===== src/rtl/rf_seq_pkg.sv =====
// ============================================================================
//  Module   : rf_seq_pkg
//  Purpose  : Shared types and default widths for the RF capture sequencer.
//  Revision : 1.0  initial release
// ============================================================================
`default_nettype none

package rf_seq_pkg;

    localparam int RF_SEQ_LOOP_W = 16;
    localparam int RF_SEQ_DLY_W  = 32;
    localparam int RF_SEQ_RST_W  = 8;

    typedef enum logic [3:0] {
        ST_IDLE     = 4'd0,
        ST_WAIT_RDY = 4'd1,
        ST_RESET    = 4'd2,
        ST_ARM_DAC  = 4'd3,
        ST_DELAY    = 4'd4,
        ST_CAPTURE  = 4'd5,
        ST_NEXT     = 4'd6,
        ST_DONE     = 4'd7,
        ST_ERROR    = 4'd8
    } rf_seq_state_e;

    typedef enum logic [1:0] {
        ERR_NONE   = 2'd0,
        ERR_RDY_TO = 2'd1,
        ERR_CAP_TO = 2'd2,
        ERR_ABORT  = 2'd3
    } rf_seq_err_e;

    function automatic logic is_busy_state(input rf_seq_state_e s);
        return !(s inside {ST_IDLE, ST_DONE, ST_ERROR});
    endfunction

endpackage

`default_nettype wire


===== src/rtl/rf_seq_pulse_gen.sv =====
// ============================================================================
//  Module   : rf_seq_pulse_gen
//  Purpose  : Loadable down-counter giving a level pulse N cycles long (N=0 -> 1).
//  Revision : 1.0  initial release
// ============================================================================
`default_nettype none

module rf_seq_pulse_gen
    import rf_seq_pkg::*;
#(
    parameter int LEN_W = RF_SEQ_RST_W
) (
    input  logic             clk,
    input  logic             rst_n,
    input  logic             i_clr,
    input  logic             i_load,
    input  logic [LEN_W-1:0] i_len,
    output logic             o_pulse,
    output logic             o_last
);

    logic [LEN_W-1:0] r_cnt;
    logic             r_pulse;

    always_ff @(posedge clk or negedge rst_n) begin
        if (!rst_n) begin
            r_cnt   <= '0;
            r_pulse <= 1'b0;
        end else if (i_clr) begin
            r_cnt   <= '0;
            r_pulse <= 1'b0;
        end else if (i_load) begin
            r_cnt   <= (i_len == '0) ? LEN_W'(1) : i_len;
            r_pulse <= 1'b1;
        end else if (r_cnt != '0) begin
            r_cnt   <= r_cnt - LEN_W'(1);
            r_pulse <= (r_cnt != LEN_W'(1));
        end
    end

    assign o_pulse = r_pulse;
    // High in the final cycle of the pulse so the owner can step on the same edge.
    assign o_last  = (r_cnt == LEN_W'(1));

endmodule

`default_nettype wire


===== src/rtl/rf_capture_sequencer.sv =====
// ============================================================================
//  Module   : rf_capture_sequencer
//  Purpose  : DAC playback / ADC capture run sequencer with loop and error status.
//             Optional timeout counters are built when RF_SEQ_TIMEOUT_EN is defined.
//  Revision : 1.0  initial release
// ============================================================================
`default_nettype none

module rf_capture_sequencer
    import rf_seq_pkg::*;
#(
    parameter int LOOP_W = RF_SEQ_LOOP_W,
    parameter int DLY_W  = RF_SEQ_DLY_W,
    parameter int RST_W  = RF_SEQ_RST_W
) (
    input  logic              axilite_clk,
    input  logic              axilite_rstb,
    input  logic              cfg_run,
    input  logic              cfg_abort,
    input  logic [LOOP_W-1:0] cfg_loops,
    input  logic [DLY_W-1:0]  cfg_adc_delay,
    input  logic [RST_W-1:0]  cfg_rst_cycles,
    input  logic [DLY_W-1:0]  cfg_timeout,
    input  logic              ddr_calib_done,
    input  logic              gt_powergood,
    input  logic              cap_done,
    output logic              dac_reset,
    output logic              adc_reset,
    output logic              dac_start,
    output logic              adc_start,
    output logic              busy,
    output logic              done,
    output logic              err,
    output logic [1:0]        err_code,
    output logic [LOOP_W-1:0] loop_cnt
);

    rf_seq_state_e     r_state;
    rf_seq_err_e       r_err_code;
    logic [LOOP_W-1:0] r_loops;
    logic [LOOP_W-1:0] r_loop_cnt;
    logic [DLY_W-1:0]  r_adc_delay;
    logic [DLY_W-1:0]  r_dly_cnt;
    logic [RST_W-1:0]  r_rst_cycles;
    logic              r_dac_start;
    logic              r_adc_start;
    logic              r_busy;
    logic              r_done;
    logic              r_err;

    logic w_rdy;
    logic w_abort;
    logic w_to_hit;
    logic w_last_iter;
    logic w_go_reset;
    logic w_go_rearm;
    logic w_rst_last;
    logic w_unused_dac_last;

    assign w_rdy       = ddr_calib_done & gt_powergood;
    assign w_abort     = is_busy_state(r_state) & cfg_abort;
    assign w_last_iter = (r_loop_cnt == r_loops);

`ifdef RF_SEQ_TIMEOUT_EN
    logic [DLY_W-1:0] r_timeout;
    logic [DLY_W-1:0] r_to_cnt;

    // Counter is loaded with 1 on state entry so a hit lands exactly timeout cycles later.
    assign w_to_hit = ((r_state == ST_WAIT_RDY) || (r_state == ST_CAPTURE))
                      && (r_timeout != '0) && (r_to_cnt >= r_timeout);
`else
    logic w_unused_timeout;

    assign w_to_hit         = 1'b0;
    assign w_unused_timeout = ^cfg_timeout;
`endif

    assign w_go_reset = (r_state == ST_WAIT_RDY) & w_rdy & ~w_abort & ~w_to_hit;
    assign w_go_rearm = (r_state == ST_NEXT) & ~w_last_iter & ~cap_done & ~w_abort;

    rf_seq_pulse_gen #(.LEN_W(RST_W)) u_dac_rst (
        .clk     (axilite_clk),
        .rst_n   (axilite_rstb),
        .i_clr   (w_abort | w_to_hit),
        .i_load  (w_go_reset),
        .i_len   (r_rst_cycles),
        .o_pulse (dac_reset),
        .o_last  (w_unused_dac_last)
    );

    // The ADC reset fires with the DAC reset and again before every later iteration.
    rf_seq_pulse_gen #(.LEN_W(RST_W)) u_adc_rst (
        .clk     (axilite_clk),
        .rst_n   (axilite_rstb),
        .i_clr   (w_abort | w_to_hit),
        .i_load  (w_go_reset | w_go_rearm),
        .i_len   (r_rst_cycles),
        .o_pulse (adc_reset),
        .o_last  (w_rst_last)
    );

    always_ff @(posedge axilite_clk or negedge axilite_rstb) begin
        if (!axilite_rstb) begin
            r_state      <= ST_IDLE;
            r_err_code   <= ERR_NONE;
            r_loops      <= '0;
            r_loop_cnt   <= '0;
            r_adc_delay  <= '0;
            r_dly_cnt    <= '0;
            r_rst_cycles <= '0;
            r_dac_start  <= 1'b0;
            r_adc_start  <= 1'b0;
            r_busy       <= 1'b0;
            r_done       <= 1'b0;
            r_err        <= 1'b0;
`ifdef RF_SEQ_TIMEOUT_EN
            r_timeout    <= '0;
            r_to_cnt     <= '0;
`endif
        end else begin
            case (r_state)
                ST_IDLE, ST_DONE, ST_ERROR: begin
                    if (cfg_run) begin
                        r_state      <= ST_WAIT_RDY;
                        r_busy       <= 1'b1;
                        r_done       <= 1'b0;
                        r_err        <= 1'b0;
                        r_err_code   <= ERR_NONE;
                        r_loop_cnt   <= '0;
                        r_loops      <= (cfg_loops == '0) ? LOOP_W'(1) : cfg_loops;
                        r_adc_delay  <= cfg_adc_delay;
                        r_rst_cycles <= cfg_rst_cycles;
`ifdef RF_SEQ_TIMEOUT_EN
                        r_timeout    <= cfg_timeout;
                        r_to_cnt     <= DLY_W'(1);
`endif
                    end
                end
                default: begin
`ifdef RF_SEQ_TIMEOUT_EN
                    if (r_to_cnt != '1) begin
                        r_to_cnt <= r_to_cnt + DLY_W'(1);
                    end
`endif
                    if (w_abort || w_to_hit) begin
                        r_state     <= ST_ERROR;
                        r_busy      <= 1'b0;
                        r_err       <= 1'b1;
                        r_dac_start <= 1'b0;
                        r_adc_start <= 1'b0;
                        r_err_code  <= w_abort ? ERR_ABORT :
                                       ((r_state == ST_WAIT_RDY) ? ERR_RDY_TO : ERR_CAP_TO);
                    end else begin
                        case (r_state)
                            ST_WAIT_RDY: begin
                                if (w_rdy) begin
                                    r_state <= ST_RESET;
                                end
                            end
                            ST_RESET: begin
                                if (w_rst_last) begin
                                    r_dly_cnt <= '0;
                                    r_state   <= (r_loop_cnt == '0) ? ST_ARM_DAC : ST_DELAY;
                                end
                            end
                            ST_ARM_DAC: begin
                                if (r_loop_cnt == '0) begin
                                    r_dac_start <= 1'b1;
                                end
                                r_dly_cnt <= '0;
                                r_state   <= ST_DELAY;
                            end
                            ST_DELAY: begin
                                if (r_dly_cnt >= r_adc_delay) begin
                                    r_adc_start <= 1'b1;
                                    r_state     <= ST_CAPTURE;
`ifdef RF_SEQ_TIMEOUT_EN
                                    r_to_cnt    <= DLY_W'(1);
`endif
                                end else begin
                                    r_dly_cnt <= r_dly_cnt + DLY_W'(1);
                                end
                            end
                            ST_CAPTURE: begin
                                if (cap_done) begin
                                    r_adc_start <= 1'b0;
                                    if (!w_last_iter) begin
                                        r_loop_cnt <= r_loop_cnt + LOOP_W'(1);
                                    end
                                    r_state <= ST_NEXT;
                                end
                            end
                            ST_NEXT: begin
                                if (w_last_iter) begin
                                    r_state     <= ST_DONE;
                                    r_busy      <= 1'b0;
                                    r_done      <= 1'b1;
                                    r_dac_start <= 1'b0;
                                end else if (!cap_done) begin
                                    r_state <= ST_RESET;
                                end
                            end
                            default: begin
                                r_state <= ST_IDLE;
                                r_busy  <= 1'b0;
                            end
                        endcase
                    end
                end
            endcase
        end
    end

    assign dac_start = r_dac_start;
    assign adc_start = r_adc_start;
    assign busy      = r_busy;
    assign done      = r_done;
    assign err       = r_err;
    assign err_code  = r_err_code;
    assign loop_cnt  = r_loop_cnt;

endmodule

`default_nettype wire

===== config.mk =====
export PLATFORM = sky130hd
export DESIGN_NAME = rf_capture_sequencer
export DESIGN_NICKNAME = d
export VERILOG_FILES = /design/src/rtl/rf_seq_pkg.sv /design/src/rtl/rf_seq_pulse_gen.sv /design/src/rtl/rf_capture_sequencer.sv
export SDC_FILE = /design/constraint.sdc
export NUM_CORES = 1
export LEC_CHECK = 0
export BUFFER_PORTS_ARGS = -buffer_cell sky130_fd_sc_hd__buf_2
export CORE_MARGIN = 1
export CORE_UTILIZATION = 62
export CTS_CLUSTER_DIAMETER = 30
export DETAILED_ROUTE_END_ITERATION = 6
export MAX_ROUTING_LAYER = met4
export PLACE_DENSITY = 0.95
export SLEW_MARGIN = 5
export SYNTH_ARGS = -nofsm -noshare
export SYNTH_HDL_FRONTEND = slang
export SYNTH_SLANG_ARGS = --single-unit

===== constraint.sdc =====
create_clock -name axilite_clk -period 5.3 [get_ports axilite_clk]
set_input_delay 1.59 -clock axilite_clk [delete_from_list [all_inputs] [get_ports axilite_clk]]
set_output_delay 1.59 -clock axilite_clk [all_outputs]
set_load 0.005 [all_outputs]

-- Word-level counts from Yosys, hierarchy flattened
Index checks and enable logic that the tools add are counted.
- flip-flop bits (word level): 133
- input bits: 95
- output and inout bits: 25
- logic and storage cells: 146
- add/subtract/negate cells: 4
- order comparisons: 1
- equal/unequal tests: 28
- multiplexer cells: 56
- bitwise logic cells: 12
- reduce and logical (&&, ||, !) cells: 29
- operators with widths (cell ; count):
    16-bit 2-to-1 mux ; 7
    32-bit case mux with 3 select lines ; 1
    32-bit 2-to-1 mux ; 2
    8-bit 2-to-1 mux ; 7
    4-bit 2-to-1 mux ; 9
    32-bit by 1-bit adder with 32-bit output, second input constant ; 1
    32-bit >= comparator ; 1
    16-bit zero test ; 2
    4-bit case mux with 6 select lines ; 1
    1-bit 2-to-1 mux ; 22
    3-bit nonzero test ; 6
    16-bit by 1-bit adder with 16-bit output, second input constant ; 1
    16-bit == test ; 1
    4-bit by 3-bit == test with 1-bit output, second input constant ; 4
    8-bit by 1-bit inequality test with 1-bit output, second input constant ; 2
    8-bit nonzero test ; 2
    8-bit by 1-bit subtractor with 8-bit output, second input constant ; 2
    3-bit inequality test, second input constant ; 4
    4-bit by 3-bit inequality test with 1-bit output, second input constant ; 3
    4-bit AND reduction ; 3
    5-bit AND reduction ; 2
    2-bit nonzero test ; 5
    4-bit by 2-bit == test with 1-bit output, second input constant ; 2
    8-bit by 1-bit == test with 1-bit output, second input constant ; 1
    other kinds (21) ; 39

-- Logic depth before layout (Yosys ltp)
Gate-level depths: netlist of run 1.
- word-level depth: 9
- gate-level depth with buffers: 10
- depth with buffers taken out: 8

-- By module
Synthesis of run 1 repeated with hierarchy kept, for this count alone.
- cells, all modules: 858
- area, all modules: 7666.1 µm²
- modules (own cells, without submodules) (module ; times used ; cells each ; area an instance (µm²) ; seq. area each (µm²)):
    rf_capture_sequencer ; 1 ; 734 ; 6422.4 ; 2827.7
    rf_seq_pulse_gen ; 2 ; 62 ; 621.8 ; 225.2

-- Least setup slack after synthesis of run 1
OpenSTA, ideal clock, no wires.
- path type: input -> register
- start: in cfg_abort
- end: reg u_adc_rst.r_cnt[3]
- library setup time: 0.099 ns
- arrival time: 3.073 ns
- data required time: 5.201 ns
- setup slack: 2.127 ns
- stages on the path: 8
- path through: nor2_2 > nand3_1 > or3_1 > clkbuf_1 > o311a_1 > or2_1 > clkbuf_1 > a311oi_1
- longest elaborated chain between the ends: 6
- elaborated cells between the ends (all ways): 8
- classes of those cells: mux: 2; bitwise: 5; reduce/logical: 1
- RTL lines (what ; RTL line ; text):
    from (decl) ; rf_capture_sequencer.sv:19 ; input logic cfg_abort,
    1-bit bitwise AND (*) ; rf_capture_sequencer.sv:61 ; assign w_abort = is_busy_state(r_state) & cfg_abort;
    1-bit NOT (no line) ; n/a ;
    1-bit bitwise AND (on tied branches) ; rf_capture_sequencer.sv:78, rf_capture_sequencer.sv:79 ;
    1-bit bitwise OR ; rf_capture_sequencer.sv:96 ; .i_load (w_go_reset | w_go_rearm),
    8-bit 2-to-1 mux ; rf_seq_pulse_gen.sv:32 ; end else if (i_load) begin
    8-bit 2-to-1 mux ; rf_seq_pulse_gen.sv:29 ; end else if (i_clr) begin
    to (signal assigned) ; rf_seq_pulse_gen.sv:33 ; r_cnt <= (i_len == '0) ? LEN_W'(1) : i_len;
    to (signal assigned) ; rf_seq_pulse_gen.sv:36 ; r_cnt <= r_cnt - LEN_W'(1);
    to (decl) ; rf_seq_pulse_gen.sv:22 ; logic [LEN_W-1:0] r_cnt;
Mark *: on every way between the ends. The rest lies on a longest branch, timed or not.
A chain may end at the register's enable or synchronous reset.

-- Worst setup path after layout of run 1
- start: in cfg_abort
- end: reg u_adc_rst.r_cnt[0]
Same word-level chain as after synthesis.

==> results of run 1 <==
per-stage QoR:
step,hold WS (ps),util [%],total power [W],cell area [sq um]
after detailed placement,490,68.0,0.00288,8160
after global placement,480,68.0,0.00279,8160
after CTS,504,72.9,0.00409,8750
final,503,72.9,0.00409,8750
after floorplan,446,-,0.00252,7650
after global routing,519,72.9,0.00437,8750
power by group:
| group | total [W] | internal (W) | switching (W) |
|---|---|---|---|
| Sequential | 0.00156 | 0.00131 | 0.000251 |
| Combinational | 0.00135 | 0.000547 | 0.000806 |
| Clock | 0.00117 | 0.000740 | 0.000432 |
| Total | 0.00409 | 0.00260 | 0.00149 |
synth_stat cells, drive strengths merged (3+ instances only):
library cell	instances	area, sq um
o2111ai	3	43.8
nand3	18	90.1
a21o	4	30.0
nand2b	15	93.8
or3	7	43.8
dfrtp	131	3280
or4b	13	130
nor4	23	165
o211ai	4	30.0
and3	10	62.6
and2	6	37.5
o31ai	17	128
mux2	3	33.8
a21oi	51	259
nor2	46	175
nand4	25	156
o41ai	12	105
inv	52	195
or2	3	18.8
xnor2	25	219
ha	39	488
mux2i	14	140
o21a	3	22.5
clkbuf	31	116
a211oi	12	90.1
nor4b	3	26.3
and4	5	43.8
o21ai	55	275
or4	14	109
nor3	15	75.1
buf	17	97.6
nand2	155	582
sequential cells by signal, indices dropped and copies added, names as in the netlist:
name / cells
r_adc_delay: 32
r_dly_cnt: 32
loop_cnt: 16
r_loops: 16
r_rst_cycles: 8
u_adc_rst.r_cnt: 8
u_dac_rst.r_cnt: 8
r_state: 4
adc_start: 1
busy: 1
dac_start: 1
done: 1
err_code: 1
u_adc_rst.o_pulse: 1
u_dac_rst.o_pulse: 1
critical path: cells and delay by family:
kind | cells | cell delay, ps
compound gates | 2 | 540
simple gates | 4 | 1480
buf+inv | 1 | 170
worst paths after layout:
path                         startpoint                  to  depth (start not counted)
max                           cfg_abort  u_adc_rst.r_cnt[0]                          7
min                          r_loops[4]          r_loops[4]                          2
max reg2reg                r_dly_cnt[7]          r_state[0]                          8
min reg2reg                  r_loops[4]          r_loops[4]                          2
max in group asynchronous  axilite_rstb         loop_cnt[6]                          2
min in group asynchronous  axilite_rstb  u_dac_rst.r_cnt[6]                          1
placed cells by master (no fill, tap or decap), drive strengths merged, types with 6 or more instances in the layout:
cell type	n
a211oi	12
a21oi	51
and2	6
and3	10
buf	97
clkbuf	24
dfrtp	131
ha	39
inv	52
mux2i	14
nand2	155
nand2b	15
nand3	18
nand4	25
nor2	46
nor3	15
nor4	23
o21ai	55
o31ai	17
o41ai	12
or3	7
or4	14
or4b	13
xnor2	25
cell families (layout without fill, tap and decap cells):
kind of cell	Yosys count	in the layout	share of synthesized area [%]
multiplexers	17	17	2.27
XOR/XNOR	27	27	3.09
adder cells (fa/ha/maj)	39	39	6.38
AND/OR/NAND/NOR	365	365	24.4
flip-flops	131	131	42.8
AO/OA/AOI/OAI	185	185	15.6
buffers and inverters	101	182	5.39
final cells by class:
cell class	instances	area share (%)
clock inverter	8	1.14
clock buffer	24	5.62
inverter	53	2.27
tap	147	2.10
timing repair buffer	97	5.86
multi-input combinational	633	45.6
sequential	131	37.4
layer usage:
layer  track usage (%)  share of wire (%)
met3              6.86                6.7
met4              12.4                1.9
met1              39.5                 42
met2              50.4                 50
met5                 -                  0
==> implementation parameters, run 1 <==
Parameter                              Value

Timing
  Final setup vio count ... 0
  Tcrit/Tclk final ... 65.5%
  Final slew viol count ... 0
  Total negative slack for setup checks ... 0 ps
  Max Clk Rate ... 288 MHz
  Setup slack of the critical path after layout ... 1830 ps
  Post-layout min period ... 3470 ps
  Hold violation total from the final report ... 0
  Actual slew at the worst max-slew pin ... 1060 ps
  RSZ-0062 raised after global routing ... no
  Remaining max-slew budget at the tightest pin ... 29.6%
  Worst clock skew ... 6.19 ps

Placement
  RD Place Congestion ... 0.939
  Worst setup slack after placement ... 1440 ps
  Number of I/O port buffers ... 87
  Inst Count DP ... 1061
  DPL Wire Length ... 12100 microns

GRT
  First-pass GRT wire length ... 31500 microns
  Antenna violations before repair ... 0
  Vias in the first global route ... 6677
  Remaining Overflow, GRT ... 0
  Total global-route track usage ... 31.6%
  Largest net degree at the start of global routing ... 85

Synthesis
  Number of synthesized flops with an enable pin ... 0
  Proportion of register bits with asynchronous set or reset after synthesis ... 100%
  Synth Instances ... 865
  Distinct cells, synth ... 69
  Total of warnings raised by yosys ... 0
  Main synth FF type ... dfrtp_1
  Total standard cell area after synthesis ... 7650 sq um
  Part of the Yosys area used for sequential elements ... 42.8%
  FF+latch count, synth ... 131
  Avg Cell Area, Syn ... 8.85 sq um
  Synthesized Nets ... 999

Clocking
  Htree depth ... 4
  Clock slew at the register clock pins of the worst setup and hold paths ... 60 ps
  Total clock sinks ... 131
  Clock latency on the worst-skew pair ... 430 ps
  CTS Root Buffer Type ... clkbuf_16
  Clock tree from TritonCTS ... built
  Post-CTS setup repair buffer count ... 0
  Cts hold-fix bufs ... 0
  Post-cts gate resize count ... 0
  Maximum root-to-sink buffer count ... 2
  CTS Buf Count ... 17

Worst setup path
  Kind of start point of the critical path ... input pin
  Setup CP Type ... in2reg
  Setup slack of the worst register-to-register path ... 2220 ps
  Worst path cell trace ... buf_2 -> nor2_2 -> nand3_1 -> or3_1 -> o41a_1 -> or3b_1 -> o211a_1
  Cell with the biggest individual delay on the critical path ... or3_1
  Critical Path RT ... 5620 ps
  Slowest cell delay on critical path ... 640 ps
  Worst EP arrival ... 3790 ps
  Crit. End Element ... flip-flop
  Critical path fanouts, max ... 16

Drt
  Detailed-routing iteration count for the pre-antenna-repair pass ... 6
  Antenna Violating Nets Remaining ... 0
  Total wire length after detailed routing ... 18200 microns
  Average wire length per cell after detail routing ... 16.6 microns
  Vias per inst ... 6.29
  Via count ... 6870
  DRT iter0 DRCs ... 639
  Post-detailed-route DRC marker count ... 0

Run status
  Status ... finished clean

Hold path
  Path type of the worst min-delay path ... reg2reg

Floorplan
  Num ports ... 120
  Die Span Y ... 113 microns
  Floorplan die area ... 12800 sq um
  Standard-cell rows ... 40
  Placeable core area ... 12000 sq um
  Initial standard-cell utilization of the core ... 63.7%
  Horizontal die dimension ... 113 microns

Finish
  Area of the multi-input gates ... 3990 sq um
  Finished Layout Cells ... 1093
  Register cell area after layout ... 3280 sq um
  Share of cells above drive strength 1 ... 14.9%
  Number of fill cells in the layout ... 825
  Syn-to-layout area delta ... 14.4%
  Antenna fix cells ... 0
  Count of nets after finishing ... 1067

Pwr
  Lkg Pwr ... 4.04 nW
  VDD IR max ... 268 uV
  Power density relative to cell area ... 467 nW/um^2

Flow run
  Number of max-cap violations ... 0
Note: power is estimated with default switching activity, not from simulation.
==> inputs of run 2 (changes only) <==
Settings changed: CORE_UTILIZATION 62 to 58, PLACE_DENSITY 0.95 to 0.93.
Clock period 5.3 ns to 3.5 ns, I/O delays scaled along.
==> run 2 against run 1 <==
Net effect:
- clock skew rose by 3.5 ps
- wire length fell by 0.48%
- final area rose by 0.26%
- core utilization fell by 3.9 points
- critical endpoint is now r_state[0]
==> implementation parameters, run 2 (synthesis results as in run 1) <==
Parameter                              Value

Finish
  Area of the multi-input gates ... 3990 sq um (unchanged)
  Leading cell type in the layout, fill and taps excluded ... nand2_1
  Antenna fix cells ... 0 (unchanged)
  Finished Layout Cells ... 1120 (+2.5%)
  Biggest regs ... r_adc_delay (32), r_dly_cnt (32)
  Syn-to-layout area delta ... 14.7%
  Count of nets after finishing ... 1073 (+0.56%)
  Final design utilization ... 69.0% (-3.9 points)
  Number of fill cells in the layout ... 998 (+21%)
  Share of cells above drive strength 1 ... 15.1% (+0.18 points)
  Highest-count cells in the layout ignoring fill and taps ... nand2_1 (155), dfrtp_1 (131), buf_2 (86)
  Register cell area after layout ... 3280 sq um (unchanged)
  Area of all placed cells without fillers ... 8780 sq um (+0.26%)

Worst setup path
  Critical Path RT ... 3810 ps (-1810 ps)
  Beginning of the critical path ... r_dly_cnt[7]
  Startpoint of the worst register-to-register path ... r_dly_cnt[7]
  Setup CP Type ... reg2reg
  Critical path fanouts, max ... 23 (+7)
  Crit. End Element ... flip-flop
  Kind of start point of the critical path ... flip-flop
  Worst EP arrival ... 3280 ps (-510 ps)

Timing
  Actual slew at the worst max-slew pin ... 684 ps (-372 ps)
  Final slew viol count ... 0 (unchanged)
  Final setup vio count ... 0 (unchanged)
  Post-layout min period ... 2960 ps
  Worst clock skew ... 9.71 ps (+3.52 ps)
  Remaining max-slew budget at the tightest pin ... 53.8% (+24 points)
  Tcrit/Tclk final ... 84.7%
  RSZ-0062 raised after global routing ... no
  Max Clk Rate ... 337 MHz
  Minimum hold slack ... 496 ps (-7.10 ps)
  Total negative slack for setup checks ... 0 ps (unchanged)
  Hold violation total from the final report ... 0 (unchanged)

Placement
  Inst Count DP ... 1092 (+2.9%)
  Number of I/O port buffers ... 87 (unchanged)
  Cell area reported after detailed placement ... 8260 sq um (+1.2%)
  DPL Wire Length ... 12400 microns (+3.2%)
  RD Place Congestion ... 0.892 (-5.0%)

Drt
  Via count ... 6817 (-0.77%)
  Total wire length after detailed routing ... 18100 microns (-0.48%)
  Average wire length per cell after detail routing ... 16.2 microns (-2.9%)
  Detailed-routing iteration count for the pre-antenna-repair pass ... 5 (-1)
  Antenna Violating Nets Remaining ... 0 (unchanged)
  Post-detailed-route DRC marker count ... 0 (unchanged)
  Vias per inst ... 6.09 (-3.2%)
  DRT iter0 DRCs ... 669 (+4.7%)

Clocking
  Total clock sinks ... 131 (unchanged)
  Maximum root-to-sink buffer count ... 2 (unchanged)
  Htree depth ... 4 (unchanged)
  Post-CTS setup repair buffer count ... 0 (unchanged)
  Post-cts gate resize count ... 0 (unchanged)
  Clock tree from TritonCTS ... built
  CTS Buf Count ... 17 (unchanged)
  Clock slew at the register clock pins of the worst setup and hold paths ... 60 ps (about the same)
  Clock latency on the worst-skew pair ... 420 ps (about the same)
  Cts hold-fix bufs ... 0 (unchanged)
  CTS Root Buffer Type ... clkbuf_16

Flow run
  Number of max-cap violations ... 0 (unchanged)

GRT
  Remaining Overflow, GRT ... 0 (unchanged)
  First-pass GRT wire length ... 29700 microns (-5.8%)
  Vias in the first global route ... 6324 (-5.3%)
  Total global-route track usage ... 29.0% (-2.7 points)
  Largest net degree at the start of global routing ... 59 (-31%)
  Antenna violations before repair ... 0 (unchanged)

Hold path
  Hold_sp ... r_loops[4]
  Path type of the worst min-delay path ... reg2reg

Floorplan
  Floorplan die area ... 13700 sq um (+6.8%)
  Die Span Y ... 117 microns (+3.3%)
  Placeable core area ... 12700 sq um (+5.9%)
  Horizontal die dimension ... 117 microns (+3.3%)
  Num ports ... 120 (unchanged)
  Standard-cell rows ... 41 (+2.5%)
  Initial standard-cell utilization of the core ... 60.2% (-3.6 points)

Pwr
  VDD IR max ... 525 uV (+95%)
  Lkg Pwr ... 4.05 nW (+0.35%)
  Power density relative to cell area ... 685 nW/um^2 (+47%)

Run status
  Status ... finished clean
==> run 2: cell type report <==
type	instances	area share, %
inverters	53	2.27
clock inverters	7	0.713
clock buffers	21	5.13
flip-flops and latches	131	37.3
well taps	172	2.45
repair buffers	103	6.64
multi-input cells	633	45.4
==> run 2: metal layers <==
metal	global-route usage, %	part of all wire, %	up-vias
met2	47.3	51	269
met5	-	0	-
li1	-	-	3251
met3	6.80	5.2	38
met4	10.3	1.6	0
met1	35.3	42	3259
==> run 2: final timing paths <==
path / endpoint / slack, ps / cells after the start
min in group asynchronous: u_dac_rst.r_cnt[6] / 640 / 1
max reg2reg: r_state[0] / 540 / 9
min reg2reg: r_loops[4] / 500 / 2
max in group asynchronous: r_state[2] / 2010 / 2
min: r_loops[4] / 500 / 2
max: r_state[0] / 540 / 9
==> run 2: critical path, stage by stage, from the launching register on <==
cell       delay (ps)
dfrtp_1           440
ha_1              330
a21oi_1           170
o21ai_1           110
a2111oi_0         420
buf_4             190
a31oi_4           240
buf_4             280
or3b_1            430
a31o_2            220
==> run 2: through the flow <==
step	worst slack [ps]	power, W
final	536	0.00601
after global routing	256	0.00646
after CTS	534	0.00603
after detailed placement	445	0.00441
after global placement	463	0.00427
after floorplan	867	0.00382
==> run 2: report_power, final <==
group          total [W]  internal, W  switching (W)
clock network    0.00159     0.000969       0.000624
registers        0.00236      0.00199       0.000372
logic            0.00206     0.000853        0.00121
==> inputs of run 3 (changes only) <==
Settings changed: CORE_UTILIZATION 58 to 52, PLACE_DENSITY 0.93 to 0.89.
Clock period 3.5 ns to 2.7 ns, I/O delays scaled along.
==> run 3 against run 2 <==
Net effect:
- the run now ends with setup timing left
- setup slack worse by 620 ps
- wire length up 16%
- critical path depth unchanged
- die area up 11%
- highest routed layer unchanged
==> implementation parameters, run 3 (synthesis results as in run 1) <==
Parameter                              Value

Timing
  Actual slew at the worst max-slew pin ... 639 ps (-45.2 ps)
  Post-layout min period ... 2790 ps (-179 ps)
  Final setup vio count ... 5 (+5)
  Hold violation total from the final report ... 0 (unchanged)
  Remaining max-slew budget at the tightest pin ... 57.4% (+3.7 points)
  Final slew viol count ... 0 (unchanged)
  Tcrit/Tclk final ... 103% (+18 points)
  Max Clk Rate ... 359 MHz (+6.4%)
  Setup slack of the critical path after layout ... -85.1 ps (-621 ps)
  Worst clock skew ... 9.65 ps (-0.0608 ps)
  Minimum hold slack ... 405 ps (-90.7 ps)

Flow run
  Number of max-cap violations ... 0 (unchanged)

Floorplan
  Placeable core area ... 14100 sq um (+11%)
  Initial standard-cell utilization of the core ... 54.3% (-5.9 points)
  Die Span Y ... 123 microns (+5.5%)
  Standard-cell rows ... 43 (+4.9%)
  Floorplan die area ... 15200 sq um (+11%)
  Num ports ... 120 (unchanged)
  Horizontal die dimension ... 123 microns (+5.5%)

Finish
  Count of nets after finishing ... 1114 (+3.8%)
  Area of the multi-input gates ... 4250 sq um (+6.4%)
  Number of fill cells in the layout ... 1068 (+7.0%)
  Register cell area after layout ... 3280 sq um (about the same)
  Antenna fix cells ... 0 (unchanged)
  Highest-count cells in the layout ignoring fill and taps ... nand2_1 (153), dfrtp_1 (129), buf_2 (86)
  Biggest regs ... r_adc_delay (32), r_dly_cnt (32)
  Share of cells above drive strength 1 ... 23.7% (+8.6 points)
  Leading cell type in the layout, fill and taps excluded ... nand2_1
  Syn-to-layout area delta ... 24.6%

Clocking
  Htree depth ... 4 (unchanged)
  Cts hold-fix bufs ... 0 (unchanged)
  CTS Buf Count ... 17 (unchanged)
  Clock tree from TritonCTS ... built
  Clock slew at the register clock pins of the worst setup and hold paths ... 60 ps (about the same)
  Clock latency on the worst-skew pair ... 430 ps (about the same)
  Total clock sinks ... 131 (unchanged)
  Maximum root-to-sink buffer count ... 2 (unchanged)
  CTS Root Buffer Type ... clkbuf_16

Pwr
  Lkg Pwr ... 4.35 nW (+7.3%)
  Total Power Consumption ... 0.00833 W (+39%)
  Power density relative to cell area ... 873 nW/um^2 (+27%)
  VDD IR max ... 616 uV (+17%)

Drt
  Total wire length after detailed routing ... 20900 microns (+16%)
  Post-detailed-route DRC marker count ... 0 (unchanged)
  Detailed-routing iteration count for the pre-antenna-repair pass ... 6 (+1)
  Via count ... 7321 (+7.4%)
  Average wire length per cell after detail routing ... 17.8 microns (+10%)
  Antenna Violating Nets Remaining ... 0 (unchanged)
  DRT iter0 DRCs ... 585 (-13%)
  Vias per inst ... 6.24 (+2.5%)

Worst setup path
  Worst EP arrival ... 3070 ps (-210 ps)
  Setup CP Type ... reg2reg
  Critical Path RT ... 2980 ps (-830 ps)
  Crit. End Element ... flip-flop
  Kind of start point of the critical path ... flip-flop
  Critical path fanouts, max ... 7 (-70%)

Placement
  Number of I/O port buffers ... 87 (unchanged)
  RD Place Congestion ... 0.976 (+9.5%)
  DPL Wire Length ... 12900 microns (+4.0%)
  Worst setup slack after placement ... -86.1 ps (-531 ps)

GRT
  Total global-route track usage ... 27.4% (-1.5 points)
  Remaining Overflow, GRT ... 0 (unchanged)
  Vias in the first global route ... 6649 (+5.1%)
  Largest net degree at the start of global routing ... 55 (-6.8%)
  First-pass GRT wire length ... 31500 microns (+6.1%)
  Antenna violations before repair ... 0 (unchanged)

Hold path
  Path type of the worst min-delay path ... in2async

Run status
  Violated checks ... setup timing
  Status ... complete, but fails checks
==> run 3: repair_timing <==
| item | CTS | global route |
|---|---|---|
| setup endpoints to repair | 10 | 33 |
| cloned | 0 | 4 |
| pin swaps | 0 | 11 |
| buffers inserted | 0 | 13 |
| resized for setup | 6 | 47 |
==> run 3: per-stage QoR <==
| stage | utilization, % | TNS [ps] | cell area, sq um | std cells |
|---|---|---|---|---|
| floorplan | - | 0 | 7650 | 865 |
| global placement | 60.2 | 0 | 8490 | 1124 |
| detailed placement | 60.2 | -143 | 8490 | 1124 |
| CTS | 64.7 | 0 | 9120 | 1156 |
| global route | 67.7 | -1190 | 9540 | 1173 |
| finish | 67.7 | -197 | 9540 | 1173 |
==> run 3: critical path: stages (launching register included) <==
cell	delay [ps]
dfrtp_1	380
inv_2	60
ha_1	270
nand2b_1	150
a2111o_1	420
o2111ai_2	140
a31oi_4	270
clkbuf_16	240
o41ai_1	590
a21oi_2	120
==> run 3: per-layer routing <==
| layer | vias to the layer above | routed length (microns) | GRT usage [%] |
|---|---|---|---|
| met5 | - | 0 | - |
| met4 | 0 | 918 | 12.4 |
| met3 | 106 | 1510 | 5.54 |
| met2 | 388 | 10400 | 45.5 |
| met1 | 3491 | 8130 | 32.1 |
| li1 | 3336 | - | - |
==> run 3: worst paths after layout <==
path | from | to | slack (ps) | cells after the start
setup / recovery | r_dly_cnt[0] | r_dly_cnt[10] | -90 | 9
max in group asynchronous | axilite_rstb | r_loops[9] | 1630 | 2
hold reg to reg | r_loops[6] | r_loops[6] | 510 | 2
hold / removal | axilite_rstb | r_rst_cycles[2] | 410 | 1
min in group axilite_clk | r_loops[6] | r_loops[6] | 510 | 2
setup reg to reg | r_dly_cnt[0] | r_dly_cnt[10] | -90 | 9
==> run 3: power breakdown <==
| part | switching (W) | internal, W | leakage (nW) |
|---|---|---|---|
| registers | 0.000489 | 0.00258 | 1.69 |
| logic | 0.00169 | 0.00122 | 2.37 |
| clock network | 0.000876 | 0.00148 | 0.292 |
==> run 3: area by class of cell <==
class	instances	share of cell area, %
multi-input cells	633	44.5
flip-flops and latches	131	34.4
repair buffers	144	10.3
clock buffers	24	5.26
well taps	180	2.36
inverters	53	2.09
clock inverters	8	1.04
